===== src/rtl/serial_add_sub.sv =====
// serial_add_sub: bit-serial adder/subtractor, one result bit per clock, LSB first.
// Cin=0 adds, Cin=1 subtracts (A + ~B + 1). Ca is carry out / not-borrow.
// Optional feature macro: SERIAL_ADD_SUB_OVF_EN adds the registered Ovf output
// (two's-complement overflow). Without it the port and its logic are absent.
// Handshake: start is sampled only in IDLE or DONE; an accepted start loads the
// operands, busy is high for the WIDTH shift cycles, then done pulses for one
// cycle while S/Ca (and Ovf) carry the new result and hold it until the next done.
module serial_add_sub #(
    parameter int WIDTH = 4
) (
    input  logic             clk,
    input  logic             rst,
    input  logic             start,
    input  logic [WIDTH-1:0] Ain,
    input  logic [WIDTH-1:0] B,
    input  logic             Cin,
    output logic             busy,
    output logic             done,
    output logic [WIDTH-1:0] S,
    output logic             Ca
`ifdef SERIAL_ADD_SUB_OVF_EN
    ,
    output logic             Ovf
`endif
);

    localparam int CNT_W = $clog2(WIDTH) + 1;

    typedef enum logic [1:0] {
        ST_IDLE  = 2'd0,
        ST_SHIFT = 2'd1,
        ST_DONE  = 2'd2
    } state_t;

    state_t           state;
    state_t           state_next;
    logic [WIDTH-1:0] a_sr;
    logic [WIDTH-1:0] b_sr;
    logic [WIDTH-1:0] r_sr;
    logic             c;
    logic [CNT_W-1:0] cnt;

    logic             accept;
    logic             last_bit;
    logic             sum_bit;
    logic             carry_next;

    // Full-adder slice on the current LSBs, plus handshake decode.
    always_comb begin
        sum_bit    = a_sr[0] ^ b_sr[0] ^ c;
        carry_next = (a_sr[0] & b_sr[0]) | (a_sr[0] & c) | (b_sr[0] & c);
        accept     = start && (state == ST_IDLE || state == ST_DONE);
        last_bit   = (cnt == CNT_W'(WIDTH - 1));
    end

    // State register.
    always_ff @(posedge clk or posedge rst) begin
        if (rst) begin
            state <= ST_IDLE;
        end else begin
            state <= state_next;
        end
    end

    // Next-state logic; start during SHIFT is deliberately ignored.
    always_comb begin
        state_next = state;
        case (state)
            ST_IDLE:  if (start) state_next = ST_SHIFT;
            ST_SHIFT: if (last_bit) state_next = ST_DONE;
            ST_DONE:  state_next = start ? ST_SHIFT : ST_IDLE;
            default:  state_next = ST_IDLE;
        endcase
    end

    // Operand load, bit-serial datapath and result registers.
    always_ff @(posedge clk or posedge rst) begin
        if (rst) begin
            a_sr <= '0;
            b_sr <= '0;
            r_sr <= '0;
            c    <= 1'b0;
            cnt  <= '0;
            S    <= '0;
            Ca   <= 1'b0;
`ifdef SERIAL_ADD_SUB_OVF_EN
            Ovf  <= 1'b0;
`endif
        end else if (accept) begin
            a_sr <= Ain;
            b_sr <= Cin ? ~B : B;
            c    <= Cin;
            cnt  <= '0;
        end else if (state == ST_SHIFT) begin
            a_sr <= {1'b0, a_sr[WIDTH-1:1]};
            b_sr <= {1'b0, b_sr[WIDTH-1:1]};
            r_sr <= {sum_bit, r_sr[WIDTH-1:1]};
            c    <= carry_next;
            cnt  <= cnt + 1'b1;
            if (last_bit) begin
                S   <= {sum_bit, r_sr[WIDTH-1:1]};
                Ca  <= carry_next;
`ifdef SERIAL_ADD_SUB_OVF_EN
                // c here is the carry into the MSB slice.
                Ovf <= c ^ carry_next;
`endif
            end
        end
    end

    // Status outputs decoded straight from the state register.
    always_comb begin
        busy = (state == ST_SHIFT);
        done = (state == ST_DONE);
    end

endmodule


===== config.mk =====
export PLATFORM = sky130hd
export DESIGN_NAME = serial_add_sub
export DESIGN_NICKNAME = d
export VERILOG_FILES = /design/src/rtl/serial_add_sub.sv
export SDC_FILE = /design/constraint.sdc
export NUM_CORES = 1
export LEC_CHECK = 0
export ABC_CLOCK_PERIOD_IN_PS = 2900
export CAP_MARGIN = 20
export CORE_AREA = 2 2 47 49
export DETAILED_ROUTE_END_ITERATION = 10
export DIE_AREA = 0 0 49 51
export PLACE_DENSITY = 0.77
export SLEW_MARGIN = 20
export SYNTH_ARGS = -nofsm -noshare
export SYNTH_HDL_FRONTEND = slang
export SYNTH_SLANG_ARGS = --single-unit

===== constraint.sdc =====
create_clock -name clk -period 2.9 [get_ports clk]
set_clock_uncertainty 0.15 [all_clocks]
set_input_delay 0.29 -clock clk [delete_from_list [all_inputs] [get_ports clk]]
set_output_delay 0.29 -clock clk [all_outputs]
set_load 0.02 [all_outputs]

==> out/results.ini, run 1 <==
[logic_synthesis]
synthTopCellsByArea=dfrtp_1, mux2_4, nand2_1
netlist_instances=87
ys_warn_count=0
synth.top_cell.area_share_pct=55.70
synth-seq-cells=22
yosysTopAreaCell=dfrtp_1
yosysUniqueCellTypes=27
synth_nets=102
postSynthAreaPerCell_sq_um=11.36
syn_area_sq_um=988.4
synth_seq_area_share_pct=55.70

[routing]
drt-total-wl_um=1676
post_drt_wl_per_cell_um=12.70
dr.pass1.iters=4
first_iter_violations=10
ant_nets=0
num_vias=683
viasPerCell=5.174
drc_errors=0

[placement]
numPortBuffers=18
gp_congestion=0.7585
hpwlAfterDp_um=1255
placedInstanceArea_sq_um=1181
placed_cells=129
place_ws_ns=0.9472

[timing]
worst_slack_ns=0.6045
rsz0062_at_grt=false
hold_violations=0
final-max-slew-violation-count=0
worst_pin_slew_ns=0.8081
fmax_mhz=435.6
final-setup-viol-count=0
post-route-period-util_pct=79.15
period_needed_ns=2.295
relSlewSlack_pct=46.07
tns_ns=0

[global_routing]
grt_max_degree=23
antenna_found_initial=0
grt_overflow_total=0
grt_pass1_vias=658
grt_pass1_wl_um=2932
grt_usage_pct=15.36

[clocking]
cts_hold_buffers=0
clk_latency_ns=0.30
post-cts-setup-buffer-count=0
htreeDepth=1
cts_resized=0
clock_path_buffers=2
clkTransAtPathRegs_ns=0.11
cts-root-buf=clkbuf_4
cts_buffers=3
cts.sink_count=22
cts_tree=built

[final_layout]
layout-drive-gt1-share_pct=11.54
antenna_cells=0
finalNonFillerCells=132
syn_to_final_growth_pct=21.77
final_area_sq_um=1204
utilization_pct=58.34
mostFrequentLayoutCells=dfrtp_1, clkdlybuf4s50_1, nand2_1, nor2_1, mux2_4
final_common_cell=dfrtp_1
num-nets-final=121

[worst_setup_path]
cpLargestDelayFamily=buffers and inverters
arrival_ns=1.86
max_stage_delay_ns=0.63
rrSetupSlack_ns=1.30
endpoint_kind=primary output
critPathSlowestCell=clkdlybuf4s50_1
timing.rr.start=state[1]
cp.required_ns=2.46
timing.rr.end=b_sr[2]
crit_buf_inv=2
path_class=flip-flop to primary output
cp-start-kind=flip-flop
worstPathCellList=nand2b_2 -> inv_4 -> clkdlybuf4s50_1
worstRegToRegCells=4
path_max_fanout=15

[floorplan]
fp.dieArea_sq_um=2499
die_height_um=51
die_w_um=49
core_area_sq_um=2063
start_util_pct=47.91
io_pins=19
rows=17

[power_and_ir_drop]
leakagePower_nw=0.5689
powerDensity_nw_per_um2=1054
ir_drop_uv=511.8

[flow_run]
drv_cap=0

[hold_path]
min_path_type=input port to asynchronous set/reset pin

[outcome]
status=complete, no violations

[cell families after synthesis]
kind of cell,after synthesis,synth area share [%]
mux,5,7.595
buf+inv,8,4.051
simple gates,32,14.94
xor+xnor,4,3.545
compound gates,13,9.620
fa+ha+maj,3,4.557
flops,22,55.70
[final cells by class]
type	count	area, sq um
well taps	28	35.03
fillers	182	859.6
flip-flops and latches	22	550.5
clock buffers	3	22.52
repair buffers	18	180.2
multi-input cells	57	397.9
inverters	4	17.52
[worst reg2reg max path, cell delays in order, from the launching register on]
cell	delay, ns
dfrtp_1	0.40
nand2b_2	0.31
inv_4	0.22
nor2_1	0.13
a221o_1	0.30
[how the worst max path moves through the flow]
stage / start / end / slack [ns] / cells after the start
final: state[1] / busy / 0.60 / 3
after global routing: state[1] / busy / 0.49 / 3
after CTS: state[1] / busy / 0.59 / 3
after detailed placement: state[1] / busy / 0.95 / 3
after global placement: state[1] / busy / 0.99 / 3
after floorplan: cnt[0] / Ca / 1.44 / 4
[state kept, by name (all words and copies together) (netlist names)]
signal	flops
state	2
cnt	3
Ca	1
a_sr	4
c	1
r_sr	3
b_sr	4
S	4
[power breakdown]
part           switching, W  internal [W]
logic              0.000304      0.000288
clock network     0.0000873     0.0000485
registers         0.0000925      0.000449
total              0.000484      0.000785
[routing by layer]
metal	share of wire (%)	global-route usage, %	up-vias
li1	-	-	331
met1	48	21.28	327
met2	46	24.20	22
met3	4.8	2.924	3
met4	1.5	5.714	0
met5	0	0	-
[per-stage QoR]
| stage | total power [W] | hold slack [ns] |
|---|---|---|
| detailed placement | 0.001148 | 0.3234 |
| global placement | 0.001126 | 0.3193 |
| global route | 0.001368 | 0.3843 |
| CTS | 0.001281 | 0.3252 |
| floorplan | 0.0009747 | 0.1292 |
| finish | 0.001269 | 0.2901 |
[Yosys cell counts]
| master | instances |
|---|---|
| a21oi_1 | 1 |
| a221o_1 | 2 |
| a22o_1 | 2 |
| a22oi_1 | 2 |
| a31oi_1 | 2 |
| buf_2 | 3 |
| buf_4 | 1 |
| dfrtp_1 | 22 |
| fa_1 | 1 |
| ha_1 | 2 |
| inv_1 | 3 |
| inv_4 | 1 |
| mux2_4 | 5 |
| nand2_1 | 17 |
| nand2_4 | 1 |
| nand2b_1 | 1 |
| nand2b_2 | 1 |
| nand3_1 | 3 |
| nor2_1 | 6 |
| nor2b_1 | 1 |
| nor2b_2 | 1 |
| nor3_1 | 1 |
| o21ai_1 | 2 |
| o22ai_1 | 1 |
| o2bb2ai_1 | 1 |
| xnor2_1 | 2 |
| xor2_1 | 2 |
Power figures use the tool's default switching activity.
==> run 2: changes to the inputs <==
==> config.mk (replaced) <==
export PLATFORM = sky130hd
export DESIGN_NAME = serial_add_sub
export DESIGN_NICKNAME = d
export VERILOG_FILES = /design/src/rtl/serial_add_sub.sv
export SDC_FILE = /design/constraint.sdc
export NUM_CORES = 1
export LEC_CHECK = 0
export ABC_CLOCK_PERIOD_IN_PS = 2300
export CAP_MARGIN = 20
export CORE_AREA = 2 2 48 50
export DETAILED_ROUTE_END_ITERATION = 10
export DIE_AREA = 0 0 50 52
export PLACE_DENSITY = 0.74
export SLEW_MARGIN = 20
export SYNTH_ARGS = -nofsm -noshare
export SYNTH_HDL_FRONTEND = slang
export SYNTH_SLANG_ARGS = --single-unit
==> constraint.sdc (replaced) <==
create_clock -name clk -period 2.3 [get_ports clk]
set_clock_uncertainty 0.15 [all_clocks]
set_input_delay 0.23 -clock clk [delete_from_list [all_inputs] [get_ports clk]]
set_output_delay 0.23 -clock clk [all_outputs]
set_load 0.02 [all_outputs]
==> run 2 against run 1 <==
Sequential power is 26% higher. Global-route usage is 0.32 points lower. Highest routed layer unchanged. Clock-buffer cell count stayed put. Design area is 0.83% higher. Total power is 25% higher. Critical path type unchanged.
==> out/results.ini, run 2 (synthesis results as in run 1) <==
[final_layout]
multi_input_area_sq_um=397.9  ; unchanged
reg_top3=S x4, a_sr x4, b_sr x4  ; unchanged
utilization_pct=57.64  ; was 58.34%
final_area_sq_um=1214  ; was 1204 sq um
mostFrequentLayoutCells=dfrtp_1, nand2_1, clkdlybuf4s50_1, nor2_1, mux2_4  ; was dfrtp_1, clkdlybuf4s50_1, nand2_1, nor2_1, mux2_4
antenna_cells=0  ; unchanged
final_common_cell=dfrtp_1  ; unchanged
syn_to_final_growth_pct=22.78  ; was 21.77%
num-nets-final=122  ; was 121
layout-drive-gt1-share_pct=12.38  ; was 11.54%
fillers=182  ; unchanged
seqCellArea_sq_um=550.5  ; unchanged
finalNonFillerCells=133  ; was 132

[global_routing]
grt_usage_pct=15.05  ; was 15.36%
grt_pass1_wl_um=2898  ; was 2932 um
grt_pass1_vias=678  ; was 658
grt_max_degree=23  ; unchanged
grt_overflow_total=0  ; unchanged
antenna_found_initial=0  ; unchanged

[floorplan]
core_area_sq_um=2106  ; was 2063 sq um
rows=17  ; unchanged
io_pins=19  ; unchanged
die_w_um=50  ; was 49 um
die_height_um=52  ; was 51 um
start_util_pct=46.94  ; was 47.91%
fp.dieArea_sq_um=2600  ; was 2499 sq um

[worst_setup_path]
cp-start-kind=flip-flop  ; unchanged
critPathSlowestCell=clkdlybuf4s50_1  ; unchanged
worstPathCellList=nor2b_1 -> clkdlybuf4s50_1  ; was nand2b_2 -> inv_4 -> clkdlybuf4s50_1
path_max_fanout=4  ; was 15
max_stage_delay_ns=0.61  ; was 0.63 ns
cp.required_ns=1.92  ; was 2.46 ns
endpoint_kind=primary output  ; unchanged
path_class=flip-flop to primary output  ; unchanged
arrival_ns=1.50  ; was 1.86 ns

[power_and_ir_drop]
leakagePower_nw=0.5817  ; was 0.5689 nW
powerDensity_nw_per_um2=1309  ; was 1054 nW/um^2
ir_drop_uv=624.7  ; was 511.8 uV

[clocking]
post-cts-setup-buffer-count=0  ; unchanged
clock_path_buffers=2  ; unchanged
clkTransAtPathRegs_ns=0.11  ; about the same
cts_buffers=3  ; unchanged
clk_latency_ns=0.30  ; about the same
cts-root-buf=clkbuf_4  ; unchanged
htreeDepth=1  ; unchanged
cts_tree=built  ; unchanged
cts.sink_count=22  ; unchanged

[routing]
first_iter_violations=4  ; was 10
ant_nets=0  ; unchanged
num_vias=670  ; was 683
drt-total-wl_um=1638  ; was 1676 um
viasPerCell=5.038  ; was 5.174
drc_errors=0  ; unchanged
post_drt_wl_per_cell_um=12.32  ; was 12.70 um
dr.pass1.iters=4  ; unchanged

[hold_path]
min_path_type=input port to asynchronous set/reset pin  ; unchanged

[placement]
placed_cells=130  ; was 129
numPortBuffers=18  ; unchanged
place_ws_ns=0.4249  ; was 0.9472 ns
hpwlAfterDp_um=1200  ; was 1255 um
gp_congestion=0.7928  ; was 0.7585
placedInstanceArea_sq_um=1189  ; was 1181 sq um

[timing]
final-setup-viol-count=0  ; unchanged
post-route-period-util_pct=81.62
tns_ns=0  ; unchanged
period_needed_ns=1.877
worst_pin_slew_ns=0.4226  ; was 0.8081 ns
rsz0062_at_grt=false  ; unchanged
final-max-slew-violation-count=0  ; unchanged
worst_slack_ns=0.4228  ; was 0.6045 ns
relSlewSlack_pct=71.82  ; was 46.07%
hold_violations=0  ; unchanged
fmax_mhz=532.7

[flow_run]
drv_cap=0  ; unchanged

[outcome]
status=complete, no violations  ; unchanged

-- run 2: cell count changes in the layout (fill, tap and decap cells not counted), sizes merged --
cell	change
buf	+1
clkdlybuf4s50	-1
dlymetal6s2s	+1
-- run 2: worst paths after layout --
check                         start  endpoint  slack [ns]  cells past startpoint
max reg2reg                state[1]   b_sr[0]        0.72                      4
min in group clk             Ain[3]   a_sr[3]        0.31                      3
max in group asynchronous       rst  state[1]        1.68                      3
min                             rst    cnt[2]        0.10                      3
min reg2reg                 r_sr[1]   r_sr[1]        0.36                      2
max                        state[0]      done        0.42                      2
-- run 2: power by group --
group          leakage, nW  internal [W]  switching (W)  total (W)
registers            0.275      0.000565       0.000114   0.000679
clock network       0.0138     0.0000610       0.000109   0.000170
logic                0.293      0.000361       0.000378   0.000739
total                0.582      0.000987       0.000601    0.00159
-- run 2: layout make-up --
cell class	count	area share [%]
tap	28	2.887
timing repair buffer	19	15.67
sequential	22	45.36
clock buffer	3	1.856
inverter	4	1.443
multi-input combinational	57	32.78
-- run 2: per-layer routing --
metal / track usage, % / up-vias / part of all wire, %
met5: 0 / - / 0
li1: - / 331 / -
met2: 23.03 / 19 / 42
met1: 20.83 / 316 / 52
met3: 2.586 / 4 / 3.8
met4: 6.944 / 0 / 1.7
-- run 2: metrics by stage --
| stage | power [W] | hold WS, ns |
|---|---|---|
| after floorplan | 0.001229 | 0.06923 |
| after global placement | 0.001422 | 0.3171 |
| after detailed placement | 0.001442 | 0.3358 |
| after CTS | 0.001611 | 0.1061 |
| after global routing | 0.001719 | 0.1194 |
| final | 0.001588 | 0.1007 |
-- run 2: critical path: cells and delay by family (launching register included) --
kind	cells	cell delay [ns]
flops	1	0.44
simple gates	1	0.15
buf+inv	1	0.61
-- run 2: repair_timing --
| action | 4_1_cts | 5_1_grt |
|---|---|---|
| setup endpoints to repair | 0 | 1 |
| hold buffers | 0 | 0 |
| gates resized for setup | 0 | 1 |
